### src/rtl/map_uxrom_gen_pkg.sv
// Shared mapper bus types and register-map constants for the UxROM-style mapper family.
package map_uxrom_gen_pkg;

  typedef struct packed {
    logic        m2;
    logic [15:0] addr;
    logic        rw;
    logic [7:0]  data;
  } cpu_bus_t;

  // we is an active-low PPU write strobe
  typedef struct packed {
    logic [13:0] addr;
    logic        rd;
    logic        we;
  } ppu_bus_t;

  typedef struct packed {
    logic       chr_ram;
    logic       mir_v;
    logic [7:0] map_idx;
  } map_cfg_t;

  typedef struct packed {
    logic       act;
    logic       we_reg;
    logic [7:0] addr;
    logic [7:0] dato;
  } sst_bus_t;

  typedef struct packed {
    cpu_bus_t   cpu;
    ppu_bus_t   ppu;
    map_cfg_t   cfg;
    sst_bus_t   sst;
    logic [7:0] prg_do;
    logic [7:0] chr_do;
    logic [7:0] srm_do;
  } map_in_t;

  typedef struct packed {
    logic [21:0] addr;
    logic        ce;
    logic        oe;
    logic        we;
  } mem_ctl_t;

  typedef struct packed {
    mem_ctl_t   prg;
    mem_ctl_t   chr;
    mem_ctl_t   srm;
    logic       ciram_a10;
    logic       ciram_ce;
    logic [7:0] data;
    logic       oe;
    logic [7:0] sst_di;
    logic       irq;
    logic       bus_cf;
    logic       mask_off;
    logic       mir_4sc;
  } map_out_t;

  localparam logic [7:0] SstAddrPrg    = 8'd0;
  localparam logic [7:0] SstAddrChr    = 8'd1;
  localparam logic [7:0] SstAddrMapIdx = 8'd127;

  localparam int unsigned ChrLsb = 5;
  localparam int unsigned MirBit = 7;

  function automatic logic [4:0] field_mask(input int unsigned bits);
    return 5'((32'd1 << bits) - 32'd1);
  endfunction

endpackage

### src/rtl/m2_edge_sync.sv
// Two-flop synchroniser for CPU M2 with a one-clock falling-edge strobe.
module m2_edge_sync (
  input  logic clk,
  input  logic rst_n,
  input  logic m2,
  output logic m2_sync,
  output logic m2_fall
);

  logic       meta_q, sync_q, prev_q;
  logic [1:0] arm_q;

  always_ff @(posedge clk or negedge rst_n) begin
    if (!rst_n) begin
      meta_q <= 1'b0;
      sync_q <= 1'b0;
      prev_q <= 1'b0;
      arm_q  <= 2'd0;
    end else begin
      meta_q <= m2;
      sync_q <= meta_q;
      prev_q <= sync_q;
      if (arm_q != 2'd2) arm_q <= arm_q + 2'd1;
    end
  end

  // Strobe stays masked until the pipeline has refilled after reset.
  assign m2_sync = sync_q;
  assign m2_fall = prev_q & ~sync_q & (arm_q == 2'd2);

endmodule

### src/rtl/map_uxrom_gen.sv
// Generic UxROM mapper: one switchable 16 KB PRG window, optional CHR bank and one-screen mirroring.
module map_uxrom_gen
  import map_uxrom_gen_pkg::*;
#(
  parameter int unsigned PRG_BITS  = 3,
  parameter int unsigned PRG_SHIFT = 2,
  parameter int unsigned FIXED_LOW = 0,
  parameter int unsigned CHR_BITS  = 0,
  parameter int unsigned MIR1_EN   = 0,
  parameter int unsigned BUS_CF    = 1
) (
  input  logic     clk,
  input  logic     rst_n,
  input  map_in_t  mai,
  output map_out_t mao
);

  localparam logic [4:0] PrgMask  = field_mask(PRG_BITS);
  localparam logic [1:0] ChrMask  = 2'(field_mask(CHR_BITS));
  localparam logic       MirEn    = (MIR1_EN != 0);
  localparam logic       FixedLow = (FIXED_LOW != 0);
  localparam logic       BusCf    = (BUS_CF != 0);

  logic m2_sync, m2_fall;

  m2_edge_sync u_m2_edge_sync (
    .clk     (clk),
    .rst_n   (rst_n),
    .m2      (mai.cpu.m2),
    .m2_sync (m2_sync),
    .m2_fall (m2_fall)
  );

  logic       cap_a15_q, cap_rw_q;
  logic [7:0] cap_data_q, cap_prg_do_q;
  logic [4:0] prg_q, prg_d;
  logic [1:0] chr_q, chr_d;
  logic       mir_q, mir_d;

  logic [7:0] latched;
  logic       cpu_commit, sst_wr;
  logic [4:0] bank;

  always_ff @(posedge clk or negedge rst_n) begin
    if (!rst_n) begin
      cap_a15_q    <= 1'b0;
      cap_rw_q     <= 1'b0;
      cap_data_q   <= 8'h00;
      cap_prg_do_q <= 8'h00;
      prg_q        <= 5'd0;
      chr_q        <= 2'd0;
      mir_q        <= 1'b0;
    end else begin
      if (m2_sync) begin
        cap_a15_q    <= mai.cpu.addr[15];
        cap_rw_q     <= mai.cpu.rw;
        cap_data_q   <= mai.cpu.data;
        cap_prg_do_q <= mai.prg_do;
      end
      prg_q <= prg_d;
      chr_q <= chr_d;
      mir_q <= mir_d;
    end
  end

  // Bus conflict: ROM drives the same bus, so the mapper sees the wired-AND.
  assign latched    = BusCf ? (cap_data_q & cap_prg_do_q) : cap_data_q;
  assign cpu_commit = m2_fall & cap_a15_q & ~cap_rw_q & ~mai.sst.act;
  assign sst_wr     = mai.sst.act & mai.sst.we_reg;

  always_comb begin
    prg_d = prg_q;
    chr_d = chr_q;
    mir_d = mir_q;
    if (sst_wr) begin
      if (mai.sst.addr == SstAddrPrg) begin
        prg_d = mai.sst.dato[4:0] & PrgMask;
      end else if (mai.sst.addr == SstAddrChr) begin
        chr_d = mai.sst.dato[ChrLsb +: 2] & ChrMask;
        mir_d = mai.sst.dato[MirBit] & MirEn;
      end
    end else if (cpu_commit) begin
      prg_d = 5'(latched >> PRG_SHIFT) & PrgMask;
      chr_d = latched[ChrLsb +: 2] & ChrMask;
      mir_d = latched[MirBit] & MirEn;
    end
  end

  always_comb begin
    if (mai.cpu.addr[14]) bank = FixedLow ? prg_q : PrgMask;
    else                  bank = FixedLow ? 5'd0 : prg_q;
  end

  always_comb begin
    mao = '0;
    mao.prg.addr  = {3'b000, bank, mai.cpu.addr[13:0]};
    mao.prg.ce    = mai.cpu.addr[15];
    mao.prg.oe    = mai.cpu.rw;
    mao.chr.addr  = {7'd0, chr_q, mai.ppu.addr[12:0]};
    mao.chr.ce    = ~mai.ppu.addr[13];
    mao.chr.oe    = mai.ppu.rd;
    mao.chr.we    = mai.cfg.chr_ram & ~mai.ppu.we;
    mao.ciram_ce  = mai.ppu.addr[13];
    mao.ciram_a10 = MirEn ? mir_q
                          : (mai.cfg.mir_v ? mai.ppu.addr[10] : mai.ppu.addr[11]);
    case (mai.sst.addr)
      SstAddrPrg:    mao.sst_di = {3'b000, prg_q};
      SstAddrChr:    mao.sst_di = {mir_q, chr_q, 5'd0};
      SstAddrMapIdx: mao.sst_di = mai.cfg.map_idx;
      default:       mao.sst_di = 8'hff;
    endcase
  end

  logic unused_ok;
  assign unused_ok = ^{mai.chr_do, mai.srm_do};

endmodule
### config.mk
export PLATFORM = sky130hd
export DESIGN_NAME = map_uxrom_gen
export DESIGN_NICKNAME = d
export VERILOG_FILES = /design/src/rtl/map_uxrom_gen_pkg.sv /design/src/rtl/m2_edge_sync.sv /design/src/rtl/map_uxrom_gen.sv
export SDC_FILE = /design/constraint.sdc
export NUM_CORES = 1
export LEC_CHECK = 0
export ABC_CLOCK_PERIOD_IN_PS = 2100
export BUFFER_PORTS_ARGS = -buffer_cell sky130_fd_sc_hd__buf_2
export CORE_AREA = 2 2 76 78
export DETAILED_ROUTE_END_ITERATION = 6
export DIE_AREA = 0 0 78 80
export GPL_TIMING_DRIVEN = 0
export PLACE_DENSITY = 0.84
export REMOVE_ABC_BUFFERS = 1
export SETUP_SLACK_MARGIN = 0.02
export SLEW_MARGIN = 40
export SYNTH_ARGS = -nofsm -noshare
export SYNTH_HDL_FRONTEND = slang
export SYNTH_SLANG_ARGS = --single-unit
### constraint.sdc
create_clock -name clk -period 2.1 [get_ports clk]
set_input_delay 0.21 -clock clk [delete_from_list [all_inputs] [get_ports clk]]
set_output_delay 0.21 -clock clk [all_outputs]
set_load 0.02 [all_outputs]
# After elaboration in Yosys (flattened, before gate mapping)

Cells that the tools add are included.

Flip-flop bits (word level): 25
Input port bits: 96
Output and inout bits: 98
Word-level logic and storage cells: 50

Add/sub/neg operators: 1
Equal/unequal tests: 7
Mux-type cells: 14
Bitwise operators: 13
Reduce and logical (&&, ||, !) cells: 4

Operators by type and width:

| operator            | number |
|---|---|
| $pmux 8 s3          | 1 |
| $mux 5              | 4 |
| $eq 8x1->1 const B  | 1 |
| $eq 8x7->1 const B  | 1 |
| $logic_not 8->1     | 1 |
| $mux 2              | 4 |
| $and 1x1->1         | 7 |
| $and 5x5->5         | 1 |
| $mux 1              | 5 |
| $not 1->1           | 5 |
| $ne 2x1->1 const B  | 2 |
| $ne 2x2->1 const B  | 2 |
| $reduce_and 3->1    | 1 |
| $add 2x1->2 const B | 1 |
| $eq 2x2->1 const B  | 1 |
| $reduce_and 2->1    | 1 |
| $reduce_bool 2->1   | 1 |

# Logic depth before layout (Yosys ltp)

Gate-level depths: netlist of run 1.

Depth after elaboration: 8
Gate-level depth with buffers: 5

# Cells and area by module

Synthesis of run 1 repeated with hierarchy kept, for this count alone.

Cells, all modules: 149
Area total of the unflattened synthesis: 1403.8 µm²

By module, submodules not included:

| module        | times used | cells an instance | area an instance (µm²) |
|---|---|---|---|
| map_uxrom_gen | 1          | 137               | 1237.4 |
| m2_edge_sync  | 1          | 12                | 166.4 |

# Least setup slack after synthesis of run 1

No wires, ideal clock.

Path type: register to register
Start point: reg u_m2_edge_sync.sync_q (netlist: u_m2_edge_sync.m2_sync)
End point: reg prg_q[0]
Data arrival time: 1.363 ns
Required time: 1.975 ns
Setup slack: 0.613 ns
Stages on the path, launching flop included: 6
Clock period less this slack: 1.487 ns
Cell sequence: dfrtp_1 buf_2 nor4bb_1 nand3b_1 o31ai_4 mux2_2

Longest elaborated chain between the ends: 8

RTL lines:

| element                     | line                | text |
|---|---|---|
| start, declared             | m2_edge_sync.sv:10  | `logic meta_q, sync_q, prev_q;` |
| start signal, assigned      | m2_edge_sync.sv:21  | `sync_q <= meta_q;` |
| $not 1->1                   | m2_edge_sync.sv:29  | `assign m2_fall = prev_q & ~sync_q & (arm_q == 2'd2);` |
| $and 1x1->1 (2 in series)   | m2_edge_sync.sv:29  |  |
| $and 1x1->1 (3 in series)   | map_uxrom_gen.sv:68 | `assign cpu_commit = m2_fall & cap_a15_q & ~cap_rw_q & ~mai.sst.act;` |
| $reduce_bool 2->1 (no line) | n/a                 |  |
| $reduce_and 2->1 (no line)  | n/a                 |  |
| end signal, assigned        | map_uxrom_gen.sv:60 | `prg_q <= prg_d;` |
| end, declared               | map_uxrom_gen.sv:36 | `logic [4:0] prg_q, prg_d;` |

No other way between the ends.
A chain may end at the register's enable or synchronous reset.

==> run metrics, run 1 <==
biggest area consumer among synthesized cells buf_4; Pwr Density 568 nW/um2; clock root buffer clkbuf_8; Startpoint Class primary input; drt total wl 3.93 mm; Routability Congestion 0.686; RSZ-0062 raised after global routing no; Multi-input gate area 632 um2; placed instance count 250; top cells by count, synth 84 x buf_4, 16 x dfrtp_1, 12 x mux2_2, 6 x nand2_1, 6 x nand3_1; Worst-path clk slew 60 ps; Reg power frac 0.445; clk_lat worst skew 240 ps; Post-synth ARST share 1.00; Starting Density 0.275; Pins Over Slew Limit 0; crit path kind primary input to output pin; vias per cell 3.89; postcts setup bufs 0; R2R cell count 4; Crit. End Element output pin; TritonCTS clock tree done; CTS resizes 0; layout cells sized above 1 0.473; GRT Residual Overflow 0; Post-Syn Instances 154; top_reg_cell synth dfrtp_1; Max Root-Sink Buffers 2; via count 987; Mean Syn Cell Area 9.64 um2; filler cell count 601; Mapped Area 1480 um2; TNS Setup 0 ps; area delta synth->final -0.927%; max_cap viols 0; Gate power share 0.291; Worst Hold Class primary input to flop; GRT Total Usage 0.119; layer with the highest usage met2; first-pass GRT wire length 5.09 mm; Final Hold Fails 0; worst reg2reg endpoint prg_q[1]; headroom to the max-slew limit 0.665; initial antenna violation count 0; post-route cell area 1470 um2; r2r setup slk 510 ps; #FFs+latches synth 16; Detail Placement HPWL 3.55 mm; Tcrit/Tclk final 0.831; Crit path required time 1890 ps; DRC Markers 0; met3 Resource Use GR 0.103; Synth top area share 0.425; First DRT Iteration DRCs 16; hold path depth 1; Detail Route Antenna Nets 0; vias in the first global route 796; # IOs 194; Port Buffer Count 57; H-tree levels 1; # setup viols final 0; die area 6240 um2; clk sinks 16; Pre-Repair DR Iteration Count 2; worst min-delay path endpoint u_m2_edge_sync.meta_q; Slew @ Worst Pin 499 ps; register area share after synthesis 0.270; P_int 552 uW; chip width 78 um; Ys Warns 0; clock power share 0.263; number of flops mapped to enable cells by yosys 0; outcome completed; row cnt 27; maximum vdd drop 0.000432 V; Die Y 80 um; CTS Buf Count 3; antenna cell count 0; pin count of the biggest net entering global routing 17; worst clock skew 1.30 ps; core box area 5410 um2; nets 281; Hold Path Origin mai[93]; Crit path arrival time 1540 ps; Net Sw Frac 0.339; Fmax achieved 573 MHz; synth unique cells 24; crit path time final 1750 ps; Overall Power 835 uW; most common cell in the synthesized netlist buf_4; met1 Use GR 0.119; Area contributors post-synth buf_4 42%, dfrtp_1 27%, mux2_2 9.1%, a21o_2 3.0%, nor4_4 2.9%; final std cells w/o fill 254; NetSw 283 uW; wire per inst 15.5 um; maximum fanout along the worst path 9; Pleak 0.776 nW; met2 Use GR 0.177; Seq. cell area 400 um2; R2R Path Start u_m2_edge_sync.m2_sync; Post-DP Area 1420 um2
## per-stage QoR
step	setup WS [ps]	utilization	hold WS (ps)
floorplan	645	-	-85.6
global placement	380	0.263	129
detailed placement	356	0.263	139
CTS	350	0.272	65.9
global route	218	0.272	62.1
finish	354	0.272	70.4
## cell families after synthesis
group | after synthesis | share of synthesized area
flops | 16 | 0.270
compound gates | 10 | 0.0700
xor+xnor | 1 | 0.00590
other cells | 1 | 0.00253
mux | 13 | 0.0978
buf+inv | 88 | 0.436
simple gates | 24 | 0.110
fa+ha+maj | 1 | 0.00843
## power by group through the flow
stage | Combinational [mW] | Clock [mW] | Sequential (mW)
final | 0.243 | 0.220 | 0.372
after global routing | 0.266 | 0.242 | 0.380
after CTS | 0.244 | 0.228 | 0.376
after detailed placement | 0.242 | 0 | 0.382
after global placement | 0.238 | 0 | 0.380
after floorplan | 0.162 | 0 | 0.364
## state kept, by name, indices dropped and copies added (netlist names)
| signal | count |
|---|---|
| cap_data_q | 3 |
| cap_prg_do_q | 3 |
| prg_q | 3 |
| u_m2_edge_sync.arm_q | 2 |
| cap_a15_q | 1 |
| cap_rw_q | 1 |
| u_m2_edge_sync.m2_sync | 1 |
| u_m2_edge_sync.meta_q | 1 |
| u_m2_edge_sync.prev_q | 1 |
## worst max-delay path by stage
stage,start,endpoint,depth (start not counted)
final,mai[32],mao[5],6
after detailed placement,mai[32],mao[5],6
after CTS,mai[32],mao[5],6
after global placement,mai[32],mao[5],6
after floorplan,u_m2_edge_sync.m2_sync,prg_q[0],4
after global routing,mai[32],mao[6],6
## per-layer routing
| metal | share of wire | vias up | wire length (um) |
|---|---|---|---|
| met5 | 0 | - | 0 |
| met4 | 0.017 | 0 | 65 |
| met3 | 0.21 | 6 | 818 |
| met2 | 0.43 | 116 | 1700 |
| met1 | 0.34 | 440 | 1350 |
| li1 | - | 425 | - |
## cell usage in the layout (no fill, tap or decap)
cell type and n:
a21o_2 5, nand3b_1 1, a21oi_2 1, dfrtp_1 16
a221o_1 3, nor4_4 2, dlygate4sd3_1 1, nor3_1 1
inv_1 3, nand2_1 6, or2_2 3, o31ai_4 1
clkbuf_8 3, nor2_1 1, nand3_2 1, buf_2 57
nor4bb_1 1, nor2b_1 1, nand3_1 6, nand2_2 1
mux2_2 12, conb_1 53, mux2i_1 1, xnor2_1 1
ha_1 1
## repair_timing
| action | in CTS | in global routing |
|---|---|---|
| endpoints found under the hold margin | 16 | 0 |
| setup endpoints to repair | 0 | 0 |
| hold buffers | 1 | 0 |
## critical path, cell delays in order
cell     delay [ps]
buf_2           160
nand3_2         100
nor4_4          460
a21oi_2         150
a221o_1         290
buf_2           160
## cell type report
type,instances,area share
multi-input cells,102,0.430
flip-flops and latches,16,0.272
repair buffers,58,0.201
well taps,72,0.0613
clock buffers,3,0.0281
inverters,3,0.00766
Power figures use the tool's default switching activity.
==> inputs of run 2 (changes only) <==
--- a/config.mk
+++ b/config.mk
@@ -5,7 +5,7 @@
 export SDC_FILE = /design/constraint.sdc
 export NUM_CORES = 1
 export LEC_CHECK = 0
-export ABC_CLOCK_PERIOD_IN_PS = 2100
+export ABC_CLOCK_PERIOD_IN_PS = 1800
 export BUFFER_PORTS_ARGS = -buffer_cell sky130_fd_sc_hd__buf_2
 export CORE_AREA = 2 2 76 78
 export DETAILED_ROUTE_END_ITERATION = 6
==> constraint.sdc (replaced) <==
create_clock -name clk -period 1.8 [get_ports clk]
set_input_delay 0.18 -clock clk [delete_from_list [all_inputs] [get_ports clk]]
set_output_delay 0.18 -clock clk [all_outputs]
set_load 0.02 [all_outputs]
==> run 2 against run 1 <==
Via count fell by 0.10%. Largest cell class unchanged. Global-route usage did not move. Critical path depth fell by 2. Largest power group unchanged. Critical endpoint is now prg_q[1]. Highest routed layer unchanged. Routed wire length rose by 0.33%. Cell count rose by 0.39%. Clock skew barely moved.
==> run metrics, run 2 (synthesized netlist as in run 1, its figures left out) <==
outcome completed; Post-Place Worst Slack 116 ps (-240 ps); Routability Congestion 0.686 (unchanged); hold path depth 1 (unchanged); Die Y 80 um (unchanged); chip width 78 um (unchanged); Starting Density 0.275 (unchanged); R2R cell count 4 (unchanged); CTS resizes 0 (unchanged); worst clock skew 1.34 ps (+0.0420 ps); nets 282 (+0.36%); GRT Total Usage 0.119 (unchanged); H-tree levels 1 (unchanged); first-pass GRT wire length 5.09 mm (unchanged); area delta synth->final -0.421%; Overall Power 976 uW (+17%); pin count of the biggest net entering global routing 17 (unchanged); row cnt 27 (unchanged); clk sinks 16 (unchanged); Pins Over Slew Limit 0 (unchanged); slack of the critical path 206 ps (-148 ps); maximum fanout along the worst path 10 (+1); First DRT Iteration DRCs 16 (unchanged); Post-DP Area 1420 um2 (unchanged); # IOs 194 (unchanged); layout cells sized above 1 0.475 (+0.00288); Pre-Repair DR Iteration Count 4 (+2); final std cells w/o fill 255 (+0.39%); Largest regs cap_data_q x3, cap_prg_do_q x3, prg_q x3; antenna cell count 0 (unchanged); Crit path required time 1930 ps (+40 ps); filler cell count 601 (unchanged); crit path time final 1590 ps; Pleak 0.782 nW (+0.71%); TNS Setup 0 ps (unchanged); vias per cell 3.87 (-0.49%); via count 986 (-0.10%); placed instance count 250 (unchanged); Critical Path, Cell by Cell nor4bb_1, nand3b_1, o31ai_4, mux2_2; most frequent cells in the layout 57 x buf_2, 53 x conb_1, 16 x dfrtp_1, 12 x mux2_2; Pwr Density 660 nW/um2 (+16%); TritonCTS clock tree done; clk_lat worst skew 240 ps (about the same); post-route cell area 1480 um2 (+0.51%); initial antenna violation count 0 (unchanged); Final Hold Fails 0 (unchanged); Crit path arrival time 1720 ps (+180 ps); core box area 5410 um2 (unchanged); Detail Placement HPWL 3.55 mm (unchanged); Startpoint Class flop; Port Buffer Count 57 (unchanged); Crit-path slowest cell dfrtp_1; Detail Route Antenna Nets 0 (unchanged); Max Root-Sink Buffers 2 (unchanged); maximum vdd drop 0.000504 V (+17%); DRC Markers 0 (unchanged); Worst Hold Class primary input to flop; # setup viols final 0 (unchanged); clock root buffer clkbuf_8; crit path kind flop to flop; Crit. End Element flop; RSZ-0062 raised after global routing no; die area 6240 um2 (unchanged); most common cell after layout, fill and taps aside buf_2; GRT Residual Overflow 0 (unchanged); drt total wl 3.94 mm (+0.33%); CP max stage delay 510 ps (+50 ps); max_cap viols 0 (unchanged); vias in the first global route 796 (unchanged); utilization after layout 0.273 (+0.00139); Worst-path clk slew 60 ps (about the same); Tcrit/Tclk final 0.886; CTS Buf Count 3 (unchanged); Fmax achieved 627 MHz; wire per inst 15.5 um (about the same); Hold Worst Slack 40.5 ps (-29.9 ps)
[run 2: report_power, final]
part	leakage, nW	switching, mW	internal (mW)
Sequential	0.190	0.0343	0.400
Combinational	0.570	0.188	0.0960
Clock	0.0216	0.108	0.148
[run 2: layout make-up]
class	count	area, um2	area share
tap	72	90.1	0.0610
sequential	16	400	0.271
inverter	3	11.3	0.00762
multi-input combinational	102	632	0.428
timing repair buffer	59	303	0.205
clock buffer	3	41.3	0.0279
[run 2: repair_timing]
| item | CTS | global route |
|---|---|---|
| endpoints found under the hold margin | 16 | 0 |
| hold buffers | 1 | 0 |
| setup buffers | 0 | 1 |
| endpoints found under the setup margin | 0 | 3 |
[run 2: final timing paths]
| kind | startpoint | to | slack [ps] |
|---|---|---|---|
| min reg2reg | u_m2_edge_sync.meta_q | u_m2_edge_sync.m2_sync | 350 |
| max | u_m2_edge_sync.m2_sync | prg_q[1] | 210 |
| max reg2reg | u_m2_edge_sync.m2_sync | prg_q[1] | 210 |
| max in group asynchronous | rst_n | prg_q[1] | 1170 |
| min | mai[93] | u_m2_edge_sync.meta_q | 40 |
| min in group asynchronous | rst_n | cap_rw_q | 370 |
[run 2: layer usage]
layer  up-vias  part of all wire  routed length, um  track usage
li1        428                 -                  -            -
met4         0             0.016                 65       0.0474
met5         -                 0                  0      0.00909
met1       436              0.34               1350        0.119
met3         6              0.21                829        0.103
met2       116              0.43               1700        0.177
[run 2: critical path: cells and delay by family, from the launching register on]
kind / cells / cell delay (ps)
and+or+nand+nor: 2 / 490
muxes: 1 / 370
AOI/OAI and AO/OA: 1 / 100
DFF: 1 / 510
